<file path="config.mk">
export PLATFORM = sky130hd
export DESIGN_NAME = seg7_scan_ctrl
export DESIGN_NICKNAME = d
export VERILOG_FILES = /design/src/rtl/seg7_pkg.sv /design/src/rtl/seg7_font.sv /design/src/rtl/seg7_scan_ctrl.sv
export SDC_FILE = /design/constraint.sdc
export NUM_CORES = 1
export LEC_CHECK = 0
export BUFFER_PORTS_ARGS = -buffer_cell sky130_fd_sc_hd__buf_2
export CORE_MARGIN = 10
export CORE_UTILIZATION = 45
export DETAILED_ROUTE_END_ITERATION = 10
export HOLD_SLACK_MARGIN = 0.06
export PLACE_DENSITY_LB_ADDON = 0.1
export SLEW_MARGIN = 15
export SYNTH_ARGS = -nofsm -noshare
export SYNTH_HDL_FRONTEND = slang
export SYNTH_SLANG_ARGS = --single-unit
</file>
<file path="constraint.sdc">
create_clock -name clk -period 2.7 [get_ports clk]
set_clock_uncertainty 0.2 [all_clocks]
set_input_delay 0.405 -clock clk [delete_from_list [all_inputs] [get_ports clk]]
set_output_delay 0.405 -clock clk [all_outputs]
set_load 0.01 [all_outputs]
</file>
<file path="src/rtl/seg7_pkg.sv">
// Shared definitions for the seg7_scan_ctrl display controller: hex font,
// blank segment pattern and prescaler sizing helpers.
package seg7_pkg;

    localparam logic [7:0] SEG_OFF = 8'hFF;

    // Active-low patterns, bit 0 = segment a .. bit 6 = segment g.
    localparam logic [6:0] FONT [16] = '{
        7'h40, 7'h79, 7'h24, 7'h30, 7'h19, 7'h12, 7'h02, 7'h78,
        7'h00, 7'h10, 7'h08, 7'h03, 7'h46, 7'h21, 7'h06, 7'h0E
    };

    function automatic int calc_div(input int clk_hz, input int scan_hz);
        return clk_hz / scan_hz;
    endfunction

    function automatic int div_width(input int div);
        return (div > 1) ? $clog2(div) : 1;
    endfunction

endpackage

</file>
<file path="src/rtl/seg7_font.sv">
// Combinational hex nibble to active-low 7-segment decoder.
module seg7_font
    import seg7_pkg::*;
(
    input  logic [3:0] nib,
    output logic [6:0] seg
);

    assign seg = FONT[nib];

endmodule

</file>
<file path="src/rtl/seg7_scan_ctrl.sv">
// Multiplexed N-digit 7-segment scan controller with frame-synchronous update.
// Optional PWM dimming of the anode drive is compiled in with SEG7_DIM_EN.
module seg7_scan_ctrl
    import seg7_pkg::*;
#(
    parameter int N_DIG      = 4,
    parameter int CLK_HZ     = 50000000,
    parameter int SCAN_HZ    = 1000,
    parameter int AN_ACT_LOW = 1
) (
    input  logic               clk,
    input  logic               rst_n,
    input  logic [4*N_DIG-1:0] dat,
    input  logic [N_DIG-1:0]   dp,
    input  logic [N_DIG-1:0]   blank,
    input  logic               lz_en,
    input  logic               upd_req,
    output logic               upd_ack,
    input  logic [2:0]         bright,
    output logic               ce1ms,
    output logic               frame_end,
    output logic [N_DIG-1:0]   AN,
    output logic [7:0]         SEG
);

    localparam int DIV = calc_div(CLK_HZ, SCAN_HZ);
    localparam int CW  = div_width(DIV);
    localparam int IW  = $clog2(N_DIG);

    localparam logic [CW-1:0]    CNT_MAX = CW'(DIV - 1);
    localparam logic [IW-1:0]    IDX_MAX = IW'(N_DIG - 1);
    localparam logic [N_DIG-1:0] AN_ONE  = N_DIG'(1);
    localparam logic [N_DIG-1:0] AN_IDLE = {N_DIG{AN_ACT_LOW != 0}};

    logic [CW-1:0]      cnt;
    logic [CW-1:0]      cnt_next;
    logic [IW-1:0]      idx;
    logic [4*N_DIG-1:0] pend_dat;
    logic [4*N_DIG-1:0] act_dat;
    logic [N_DIG-1:0]   pend_dp;
    logic [N_DIG-1:0]   act_dp;
    logic [N_DIG-1:0]   pend_blank;
    logic [N_DIG-1:0]   act_blank;
    logic               pend_flag;
    logic [N_DIG-1:0]   an_sel;
    logic [N_DIG-1:0]   sel_next;
    logic [N_DIG-1:0]   gate;
    logic [3:0]         cur_nib;
    logic               cur_dp;
    logic               cur_blank;
    logic               lz_zero;
    logic               dark;
    logic [6:0]         font_seg;
    logic [7:0]         seg_next;

    assign ce1ms     = (cnt == CNT_MAX);
    assign frame_end = ce1ms && (idx == IDX_MAX);
    assign cnt_next  = ce1ms ? '0 : cnt + 1'b1;

    always_ff @(posedge clk or negedge rst_n) begin
        if (!rst_n) begin
            cnt <= '0;
            idx <= '0;
        end else begin
            cnt <= cnt_next;
            if (ce1ms)
                idx <= (idx == IDX_MAX) ? '0 : idx + 1'b1;
        end
    end

    // A request landing on the wrap itself bypasses pending so that the
    // frame starting at this wrap already shows it.
    always_ff @(posedge clk or negedge rst_n) begin
        if (!rst_n) begin
            pend_dat   <= '0;
            pend_dp    <= '0;
            pend_blank <= '0;
            act_dat    <= '0;
            act_dp     <= '0;
            act_blank  <= '0;
            pend_flag  <= 1'b0;
            upd_ack    <= 1'b0;
        end else begin
            upd_ack <= 1'b0;
            if (upd_req && frame_end) begin
                act_dat   <= dat;
                act_dp    <= dp;
                act_blank <= blank;
                pend_flag <= 1'b0;
                upd_ack   <= 1'b1;
            end else if (frame_end && pend_flag) begin
                act_dat   <= pend_dat;
                act_dp    <= pend_dp;
                act_blank <= pend_blank;
                pend_flag <= 1'b0;
                upd_ack   <= 1'b1;
            end else if (upd_req) begin
                pend_dat   <= dat;
                pend_dp    <= dp;
                pend_blank <= blank;
                pend_flag  <= 1'b1;
            end
        end
    end

    always_comb begin
        cur_nib   = act_dat[idx*4 +: 4];
        cur_dp    = act_dp[idx];
        cur_blank = act_blank[idx];
        lz_zero   = 1'b1;
        for (int j = 0; j < N_DIG; j++) begin
            if (j >= int'(idx) && act_dat[j*4 +: 4] != 4'h0)
                lz_zero = 1'b0;
        end
        dark     = cur_blank || (lz_en && (idx != '0) && lz_zero);
        seg_next = {(~cur_dp) | cur_blank, dark ? 7'h7F : font_seg};
    end

    seg7_font u_font (
        .nib (cur_nib),
        .seg (font_seg)
    );

`ifdef SEG7_DIM_EN
    localparam int PH = DIV / 8;

    // Gate is evaluated for the slot position the outputs are about to show.
    always_comb begin
        gate = '0;
        if (bright == 3'd7 || int'(cnt_next) < (int'(bright) + 1) * PH)
            gate = '1;
    end
`else
    logic unused_bright;

    assign unused_bright = ^bright;
    assign gate          = '1;
`endif

    assign sel_next = ce1ms ? (AN_ONE << idx) : an_sel;

    always_ff @(posedge clk or negedge rst_n) begin
        if (!rst_n) begin
            an_sel <= '0;
            AN     <= AN_IDLE;
            SEG    <= SEG_OFF;
        end else begin
            an_sel <= sel_next;
            AN     <= (AN_ACT_LOW != 0) ? ~(sel_next & gate) : (sel_next & gate);
            if (ce1ms)
                SEG <= seg_next;
        end
    end

endmodule

</file>
==> summary.md, run 1 <==
| Metric | Value |
|---|---|
| Crit path from | cnt[14] |
| Global-route wire length before repair | 15300 microns |
| Initial antenna violation count | 0 |
| Flops & latches, synth | 84 |
| CP peak stage delay | 570 ps |
| Die area | 13520 sq um |
| Ys Warns | 0 |
| Total core area | 9153 sq um |
| Power density cells | 517.2 nW/um^2 |
| Largest net degree at the start of global routing | 55 |
| Max-slew violations | 0 |
| Nets@finish | 462 |
| Min-delay worst type | in2reg |
| CP Capture Type | primary output |
| Antenna Nets Post-Route | 0 |
| Clk buf depth | 2 |
| Static Leakage | 2.091 nW |
| Iteration-0 DRC Markers | 181 |
| Mean area per synthesized cell | 11.19 sq um |
| Design area | 4811 sq um |
| Area grow syn2layout | 15.29% |
| Syn Inst Count | 373 |
| Die X | 116.3 microns |
| Site row count | 35 |
| Post-route DRC violation count | 0 |
| Synth async-reset ratio | 100.0% |
| Starting density of the core | 45.59% |
| Clock Pin Slew Worst Setup and Hold Paths | 100 ps |
| Synth Flop Type | dfrtp_1 |
| Max cap viols | 0 |
| Fin util | 52.56% |
| Clock period minus worst slack | 2623 ps |
| EDFF count, synth | 0 |
| Die Y | 116.3 microns |
| Layout cell share with drive strength beyond 1 | 30.59% |
| Largest cells by area after synthesis | dfrtp_1 (43%), dfstp_2 (7.6%), mux2_2 (7.0%), o31ai_1 (4.7%), nor2b_1 (3.9%) |
| Area leader, netlist | dfrtp_1 |
| Maximum clock frequency | 381.3 MHz |
| Final HPWL DP | 6243 microns |
| R2R depth | 6 |
| Sequential area share after synthesis | 50.73% |
| Crit path capture | frame_end |
| Diodes inserted | 0 |
| Post-Syn Area | 4173 sq um |
| Slew headroom | 53.66% |
| Root Buffer | clkbuf_8 |
| DRT Wirelength | 9127 microns |
| Slowest cell on the critical path | or4bb_4 |
| Final hold vios | 0 |
| H-tree Lvls | 3 |
| Status | complete, no violations |
| Routed length per instance | 17.03 microns |
| Worst-Skew Late Latency | 360 ps |
| Clk sink count | 84 |
| Total CTS buffers | 9 |
| Worst Tran Pin Value | 695.0 ps |
| TritonCTS clock tree | built |
| Placed cell area | 4536 sq um |
| Flop2flop setup slack | 220 ps |
| Tot GR Track Use | 14.27% |
| Filler instances | 842 |
| First drt pass iteration count | 4 |
| Critical Path RT | 2100 ps |
| Setup violations, final | 0 |
| Crit Path Category | reg2out |
| Yosys top cell area share | 43.18% |
| Sum Neg Setup Slack | 0 ps |
| Placer Congestion | 0.8025 |
| DR vias | 2939 |
| Max rail drop VDD | 0.2691 mV |
| Post-DR vias/cell | 5.483 |
| Worst EP arrival | 2020 ps |
| I/O Pins | 46 |
| Crit Path Max Fanout | 5 |
| Final period util | 97.13% |
| Worst-path cell chain | or4bb_4 > nor4_4 > and2_4 > buf_2 |
| Number of port buffers | 42 |
| Syn Nets | 415 |
| Pwr Total | 2.488 mW |
| Remaining Overflow, GRT | 0 |
| Worst r2r src | idx[0] |
| Vias in the first global route | 2943 |
| Worst Setup Start Kind | flip-flop |
| Reg-to-reg endpoint | SEG[2] |
| Synth cell types | 49 |
synth_stat cells, types with 2 or more instances:
cell type	n
dfrtp_1	72
a21oi_1	31
o21ai_0	30
mux2_2	26
nor2b_1	26
o31ai_1	26
nor2_1	17
clkbuf_1	14
inv_1	13
dfstp_2	12
ha_1	11
nand2_1	9
xor2_1	7
a31oi_1	6
mux4_2	6
buf_2	5
mux2i_1	5
nand3_1	5
nand4_1	4
and2_1	3
and4_1	3
buf_4	3
nor3_1	3
or4_1	3
xnor2_1	3
a221oi_1	2
and3_1	2
nand2b_1	2
nor4bb_1	2
o21a_1	2
or4bb_1	2
cells by family after synthesis:
logic type	synth area share (%)
compound gates	15.32
simple gates	12.80
flops	50.73
mux	11.81
buf+inv	3.928
fa+ha+maj	3.298
xor+xnor	2.099
worst min-delay path by stage:
stage | start | end | slack [ps] | cells after the start
floorplan | rst_n | act_blank[0] | -90 | 0
global placement | an_sel[2] | AN[2] | 200 | 1
detailed placement | an_sel[2] | AN[2] | 200 | 1
CTS | dp[1] | pend_dp[1] | 80 | 2
global route | dp[1] | pend_dp[1] | 70 | 2
finish | dp[0] | pend_dp[0] | 90 | 2
cell type report:
type	count	area, sq um	area share, %
inverters	14	52.55	1.092
clock inverters	7	103.9	2.159
multi-input cells	252	1898	39.45
well taps	111	138.9	2.887
flip-flops and latches	84	2122	44.11
clock buffers	9	123.9	2.575
repair buffers	59	371.6	7.724
registers in the layout, indices dropped and copies added, names as in the netlist, 4 cells and up:
register and cells:
pend_blank 4, an_sel 4, act_dp 4, pend_dp 4
SEG 8, act_dat 16, pend_dat 16, act_blank 4
cnt 16, AN 4
placed cells by master, fill, tap and decap left out, drive strengths merged, types with 3 or more instances in the layout:
| cell | instances |
|---|---|
| clkbuf | 9 |
| nand3 | 5 |
| and2 | 3 |
| nor3 | 3 |
| xor2 | 7 |
| o31ai | 26 |
| mux4 | 6 |
| nand2 | 9 |
| buf | 58 |
| inv | 18 |
| dfrtp | 72 |
| mux2 | 27 |
| mux2i | 5 |
| or4 | 3 |
| nand4 | 4 |
| xnor2 | 3 |
| nor2 | 17 |
| o21ai | 31 |
| dfstp | 12 |
| and4 | 3 |
| ha | 11 |
| nor2b | 26 |
| a31oi | 6 |
| a21oi | 31 |
power breakdown:
| part | leakage [nW] | switching, mW | internal, mW | total, mW |
|---|---|---|---|---|
| logic | 0.922 | 0.0747 | 0.0713 | 0.146 |
| registers | 1.05 | 0.0177 | 1.29 | 1.31 |
| clock network | 0.115 | 0.495 | 0.536 | 1.03 |
metal layers:
metal | wire length, microns | global-route usage, % | part of all wire [%] | vias up
li1 | - | - | - | 1453
met1 | 4388 | 19.11 | 48 | 1434
met2 | 4313 | 22.55 | 47 | 46
met3 | 345 | 3.493 | 3.8 | 6
met4 | 79 | 3.753 | 0.87 | 0
met5 | 0 | 0 | 0 | -
metrics by stage:
stage	hold slack, ps	instances	setup WS, ps
final	92.92	536	77.47
after global routing	73.11	536	-11.30
after detailed placement	204.6	516	231.9
after floorplan	-90.59	373	196.6
after global placement	199.6	516	276.7
after CTS	76.45	533	-22.42
critical path: cells and delay by family (launching register included):
family        cells  cell delay, ps
flops             1             420
simple gates      3            1110
buf+inv           1             130
timing repair:
action / in CTS / in global routing
hold endpoints to repair: 41 / 0
buffers inserted: 0 / 3
hold buffers: 1 / 0
pin swaps: 0 / 3
gates cloned: 0 / 0
setup endpoints to repair: 2 / 2
gates resized for setup: 2 / 5
Note: power is estimated with default switching activity, not from simulation.
==> run 2, diff against run 1 <==
==> constraint.sdc (replaced) <==
create_clock -name clk -period 2.4 [get_ports clk]
set_clock_uncertainty 0.2 [all_clocks]
set_input_delay 0.36 -clock clk [delete_from_list [all_inputs] [get_ports clk]]
set_output_delay 0.36 -clock clk [all_outputs]
set_load 0.01 [all_outputs]
==> summary.md, run 2 (synthesis gave the netlist of run 1 again) <==
| Metric | Value |
|---|---|
| Status | finished, violations left |
| Failing checks | negative setup slack |
| Die area | 13520 sq um (unchanged) |
| Placed cell area | 4668 sq um (+2.9%) |
| Worst Tran Pin Value | 1119 ps (+424.3 ps) |
| Power density cells | 540.8 nW/um^2 (+4.5%) |
| Total CTS buffers | 9 (unchanged) |
| Commonest non-fill, non-tap cell in the layout | dfrtp_1 |
| DR vias | 3114 (+6.0%) |
| Placed Cells | 532 (+3.1%) |
| Setup ws final | -136.1 ps (-213.6 ps) |
| Place WS | 17.28 ps (-214.6 ps) |
| First drt pass iteration count | 4 (unchanged) |
| Site row count | 35 (unchanged) |
| Crit Path Category | reg2out |
| Design area | 5241 sq um (+8.9%) |
| Final period util | 105.7% |
| Initial antenna violation count | 0 (unchanged) |
| Largest regs | act_dat: 16 flops, cnt: 16 flops, pend_dat: 16 flops |
| Nets@finish | 502 (+8.7%) |
| Clk sink count | 84 (unchanged) |
| Worst hold slack | 77.27 ps (-15.65 ps) |
| DRT Wirelength | 9548 microns (+4.6%) |
| Placer Congestion | 0.8040 (+0.19%) |
| Seq pwr share | 52.1% (-0.6 points) |
| Clock period minus worst slack | 2536 ps |
| Diodes inserted | 0 (unchanged) |
| Die X | 116.3 microns (unchanged) |
| Critical Path RT | 1840 ps (-260 ps) |
| Filler instances | 806 (-4.3%) |
| Clock Pin Slew Worst Setup and Hold Paths | 100 ps (about the same) |
| Worst-Skew Late Latency | 360 ps (about the same) |
| H-tree Lvls | 3 (unchanged) |
| I/O Pins | 46 (unchanged) |
| Static Leakage | 2.295 nW (+9.8%) |
| Final HPWL DP | 6565 microns (+5.2%) |
| Vias in the first global route | 3142 (+6.8%) |
| Layout cell share with drive strength beyond 1 | 32.26% (+1.7 points) |
| Routed length per instance | 16.58 microns (-2.7%) |
| Starting density of the core | 45.59% (unchanged) |
| Crit Path Max Fanout | 2 (-3) |
| Iteration-0 DRC Markers | 143 (-21%) |
| Int Power | 2.164 mW (+14%) |
| Setup violations, final | 2 (+2) |
| Sum Neg Setup Slack | -206.0 ps (-206.0 ps) |
| Min-delay worst type | in2reg |
| Unrepaired setup endpoints after global routing | true |
| Sw power | 0.6699 mW (+14%) |
| Clk buf depth | 2 (unchanged) |
| Area grow syn2layout | 25.61% |
| Antenna Nets Post-Route | 0 (unchanged) |
| Slew headroom | 24.40% (-29 points) |
| Final hold vios | 0 (unchanged) |
| Sw frac | 23.64% (+0.044 points) |
| Maximum clock frequency | 394.3 MHz |
| Max-slew violations | 0 (unchanged) |
| Post-route DRC violation count | 0 (unchanged) |
| Final cell count without fillers | 576 (+7.5%) |
| Largest net degree at the start of global routing | 51 (-7.3%) |
| Combinational share of power | 6.9% (+1.0 points) |
| Most frequent cells in the layout | dfrtp_1 (72), buf_2 (39), a21oi_1 (30), o21ai_0 (30), buf_4 (28) |
| Total core area | 9153 sq um (unchanged) |
| TritonCTS clock tree | built |
| Die Y | 116.3 microns (unchanged) |
| CP Capture Type | primary output |
| Worst Setup Start Kind | flip-flop |
| Clock Power Share | 41.0% (-0.4 points) |
| Root Buffer | clkbuf_8 |
| Pwr Total | 2.834 mW (+14%) |
| Post-DR vias/cell | 5.406 (-1.4%) |
| Max rail drop VDD | 0.2971 mV (+10%) |
| Max cap viols | 0 (unchanged) |
| Tot GR Track Use | 15.06% (+0.79 points) |
| Remaining Overflow, GRT | 0 (unchanged) |
| Global-route wire length before repair | 16210 microns (+6.0%) |
| Fin util | 57.27% (+4.7 points) |
| Worst EP arrival | 1980 ps (-40 ps) |
| Number of port buffers | 42 (unchanged) |
run 2: cell count changes in the layout (fill, tap and decap cells not counted), sizes merged:
cell / change
dlygate4sd3: +23
buf: +17
run 2: power by group through the flow:
stage,sequential (mW),combinational (mW),clock [mW]
after global routing,1.48,0.221,1.27
after detailed placement,1.50,0.168,0
after global placement,1.50,0.165,0
after CTS,1.48,0.199,1.20
final,1.48,0.197,1.16
after floorplan,1.50,0.0925,0
run 2: critical path: stages, from the launching register on:
cell and delay, ps:
dfrtp_1 400, or4b_4 570, nor4_4 330, and2_4 220
buf_6 100
run 2: final cells by class:
type	count	area, sq um	share of cell area [%]
clock buffers	9	123.9	2.363
clock inverters	7	103.9	1.981
inverters	14	52.55	1.003
multi-input cells	252	1952	37.24
flip-flops and latches	84	2117	40.39
well taps	111	138.9	2.650
repair buffers	99	753.2	14.37
run 2: worst paths after layout:
kind	from	to	slack (ps)	cells past startpoint
worst max-delay path	cnt[12]	frame_end	-140	4
worst min-delay path	dat[12]	pend_dat[12]	80	2
max in group asynchronous	rst_n	SEG[0]	1010	3
min in group asynchronous	rst_n	pend_dat[13]	310	2
worst min register to register	an_sel[1]	AN[1]	210	1
worst max register to register	cnt[12]	an_sel[3]	120	5
run 2: timing repair:
item,4_1_cts,5_1_grt
pin swaps,6,7
gates cloned,0,0
hold buffers,24,0
hold endpoints to repair,53,0
gates resized for setup,6,10
setup endpoints to repair,3,38
buffers inserted,2,2
run 2: layer usage:
metal,share of wire [%],vias up,global-route usage [%]
li1,-,1528,-
met1,49,1526,20.47
met2,46,49,23.42
met3,3.3,11,2.928
met4,1.3,0,5.254
met5,0,-,0
==> run 3, diff against run 2 <==
--- a/config.mk
+++ b/config.mk
@@ -8,10 +8,12 @@
 export BUFFER_PORTS_ARGS = -buffer_cell sky130_fd_sc_hd__buf_2
 export CORE_MARGIN = 10
 export CORE_UTILIZATION = 45
+export CTS_BUF_LIST = sky130_fd_sc_hd__clkbuf_4 sky130_fd_sc_hd__clkbuf_8
 export DETAILED_ROUTE_END_ITERATION = 10
 export HOLD_SLACK_MARGIN = 0.06
 export PLACE_DENSITY_LB_ADDON = 0.1
 export SLEW_MARGIN = 15
 export SYNTH_ARGS = -nofsm -noshare
 export SYNTH_HDL_FRONTEND = slang
+export SYNTH_HIERARCHICAL = 1
 export SYNTH_SLANG_ARGS = --single-unit
==> summary.md, run 3 <==
| Metric | Value |
|---|---|
| Ys Warns | 6 (+6) |
| Mean area per synthesized cell | 11.31 sq um (+1.1%) |
| CP Capture Type | primary output |
| Place WS | 132.2 ps (+114.9 ps) |
| Post-Syn Area | 3980 sq um (-4.6%) |
| First drt pass iteration count | 4 (unchanged) |
| Die area | 13010 sq um (-3.8%) |
| Largest net degree at the start of global routing | 34 (-33%) |
| Total core area | 8678 sq um (-5.2%) |
| TritonCTS clock tree | built |
| Post-DR vias/cell | 5.294 (-2.1%) |
| Synth async-reset ratio | 100.0% (unchanged) |
| Site row count | 34 (-2.9%) |
| Global-route wire length before repair | 15040 microns (-7.2%) |
| Die Y | 114.0 microns (-1.9%) |
| Met1 wire length | 4224 microns (-10%) |
| DR vias | 2917 (-6.3%) |
| EDFF count, synth | 0 (unchanged) |
| Int Power | 2.150 mW (-0.67%) |
| Syn Inst Count | 352 (-5.6%) |
| Pwr Total | 2.749 mW (-3.0%) |
| Fin util | 57.11% (-0.16 points) |
| Min-delay worst type | in2reg |
| Unrepaired setup endpoints after global routing | false |
| Slew headroom | 59.43% (+35 points) |
| Placed Cells | 505 (-5.1%) |
| Synth cell types | 42 (-14%) |
| Root Buffer | clkbuf_8 |
| Max rail drop VDD | 0.4139 mV (+39%) |
| Sum Neg Setup Slack | 0 ps (+206.0 ps) |
| Clk buf depth | 2 (unchanged) |
| Initial antenna violation count | 0 (unchanged) |
| Max-slew violations | 0 (unchanged) |
| Final period util | 96.07% (-9.6 points) |
| Vias in the first global route | 3016 (-4.0%) |
| DRT Wirelength | 8730 microns (-8.6%) |
| Number of port buffers | 42 (unchanged) |
| Placer Congestion | 0.7795 (-3.0%) |
| Remaining Overflow, GRT | 0 (unchanged) |
| Clock period minus worst slack | 2306 ps (-230.5 ps) |
| Area grow syn2layout | 24.52% |
| Clock Power Share | 41.0% (about the same) |
| Count leader, synth | dfrtp_1 |
| Area leader, netlist | dfrtp_1 |
| Static Leakage | 2.345 nW (+2.2%) |
| I/O Pins | 46 (unchanged) |
| Yosys top cell area share | 45.27% (+2.1 points) |
| Sw frac | 21.81% (-1.8 points) |
| Iteration-0 DRC Markers | 111 (-22%) |
| Metal2 WL | 4114 microns (-6.4%) |
| Final hold vios | 0 (unchanged) |
| Combinational share of power | 5.3% (-1.6 points) |
| Setup ws final | 94.38 ps (+230.5 ps) |
| Die X | 114.0 microns (-1.9%) |
| Worst EP arrival | 1750 ps (-230 ps) |
| Setup violations, final | 0 (-2) |
| Met3 wire len | 294 microns (-7.5%) |
| Critical Path RT | 1840 ps (about the same) |
| Worst Tran Pin Value | 604.5 ps (-514.8 ps) |
| Largest regs | act_dat: 16 flops, cnt: 16 flops, pend_dat: 16 flops |
| Worst Setup Start Kind | flip-flop |
| Total CTS buffers | 9 (unchanged) |
| DR top layer | met4 |
| Syn Nets | 395 (-4.8%) |
| Status | complete, no violations |
| Maximum clock frequency | 433.7 MHz (+10%) |
| Sequential area share after synthesis | 53.19% (+2.5 points) |
| Synth top cells by count | dfrtp_1 (72), nor2_1 (54), o22ai_1 (31), mux2_1 (20) |
| Filler instances | 788 (-2.2%) |
| Clock Pin Slew Worst Setup and Hold Paths | 80 ps (-20 ps) |
| Power density cells | 554.7 nW/um^2 (+2.6%) |
| Most frequent cells in the layout | dfrtp_1 (72), nor2_1 (54), buf_2 (41) |
| Worst-Skew Late Latency | 350 ps (about the same) |
| Final HPWL DP | 6123 microns (-6.7%) |
| Routed length per instance | 15.84 microns (-4.4%) |
| Sw power | 0.5995 mW (-11%) |
| H-tree Lvls | 3 (unchanged) |
| Post-route DRC violation count | 0 (unchanged) |
| Final cell count without fillers | 551 (-4.3%) |
| Clk sink count | 84 (unchanged) |
| Layout cell share with drive strength beyond 1 | 25.96% (-6.3 points) |
| Seq pwr share | 53.7% (+1.6 points) |
| Diodes inserted | 0 (unchanged) |
| Max cap viols | 0 (unchanged) |
| Synth Flop Type | dfrtp_1 |
| Nets@finish | 481 (-4.2%) |
| Commonest non-fill, non-tap cell in the layout | dfrtp_1 |
| Tot GR Track Use | 14.10% (-0.96 points) |
| Flops & latches, synth | 84 (unchanged) |
| Crit Path Max Fanout | 5 (+3) |
| Starting density of the core | 45.86% (+0.27 points) |
| Largest cells by area after synthesis | dfrtp_1 (45%), dfstp_2 (7.9%), mux2_1 (5.7%), nor2_1 (5.1%), o22ai_1 (4.9%) |
| Crit Path Category | reg2out |
| Antenna Nets Post-Route | 0 (unchanged) |
run 3: cell count changes in the layout (fill, tap and decap cells not counted), sizes merged, moves of 6 or more:
cell,previous run,this run
a31oi,6,0
nor2,17,54
o21ai,31,6
buf,75,68
o22a,0,7
o31ai,26,0
o22ai,0,31
nor2b,26,2
a21oi,31,12
run 3: worst paths after layout:
check | slack (ps) | to | depth (start not counted) | startpoint
worst max-delay path | 90 | ce1ms | 6 | cnt[12]
worst min-delay path | 70 | pend_dat[1] | 2 | dat[1]
worst max register to register | 120 | SEG[3] | 6 | idx[0]
worst min register to register | 280 | cnt[15] | 1 | cnt[15]
max in group asynchronous | 1030 | SEG[7] | 3 | rst_n
min in group asynchronous | 280 | pend_dat[3] | 2 | rst_n
run 3: area by class of cell:
cell class                 count  area, sq um  share of cell area [%]
sequential                    84         2117                   42.72
timing repair buffer          91        674.4                   13.61
clock inverter                 6        87.58                   1.767
multi-input combinational    236         1739                   35.09
clock buffer                  10        137.6                   2.777
inverter                      16        65.06                   1.313
tap                          108        135.1                   2.727
run 3: kinds of logic (layout without fill, tap and decap cells):
logic type | count (synthesis) | in the layout | share of synthesized area (%)
and+or+nand+nor | 112 | 112 | 13.96
DFF | 84 | 84 | 53.19
AOI/OAI and AO/OA | 62 | 62 | 10.06
muxes | 37 | 37 | 12.26
buffers and inverters | 32 | 123 | 3.898
xor gates and xnor gates | 13 | 13 | 2.861
adders and majority gates | 12 | 12 | 3.772
run 3: metrics by stage:
step,hold slack (ps),instance area [sq um]
finish,68.16,4956
global route,67.39,4956
CTS,61.96,4906
detailed placement,120.5,4400
global placement,116.1,4400
floorplan,-135.6,3980
run 3: critical path: stages, from the launching register on:
cell      delay (ps)
dfrtp_1          390
and4bb_1         330
nor3b_4          240
buf_6            140
nand2_2           80
clkinv_4          80
buf_2            140
run 3: metal layers:
layer / vias to the layer above / global-route usage (%)
met2: 40 / 21.49
met5: - / 0
met4: 0 / 4.344
met3: 11 / 3.727
met1: 1437 / 19.14
li1: 1429 / -
run 3: repair_timing:
action / 4_1_cts / 5_1_grt
resized for setup: 6 / 5
hold buffers: 22 / 1
endpoints found under the setup margin: 2 / 2
gates cloned: 0 / 0
pin swaps: 2 / 2
hold endpoints to repair: 57 / 1
setup buffers: 5 / 2
run 3: power by group through the flow:
stage	registers, mW	clock network, mW	logic, mW
3_5_place_dp	1.50	0	0.122
6_report	1.48	1.13	0.146
2_1_floorplan	1.50	0	0.0516
4_1_cts	1.48	1.16	0.149
3_3_place_gp	1.50	0	0.118
5_1_grt	1.48	1.22	0.164
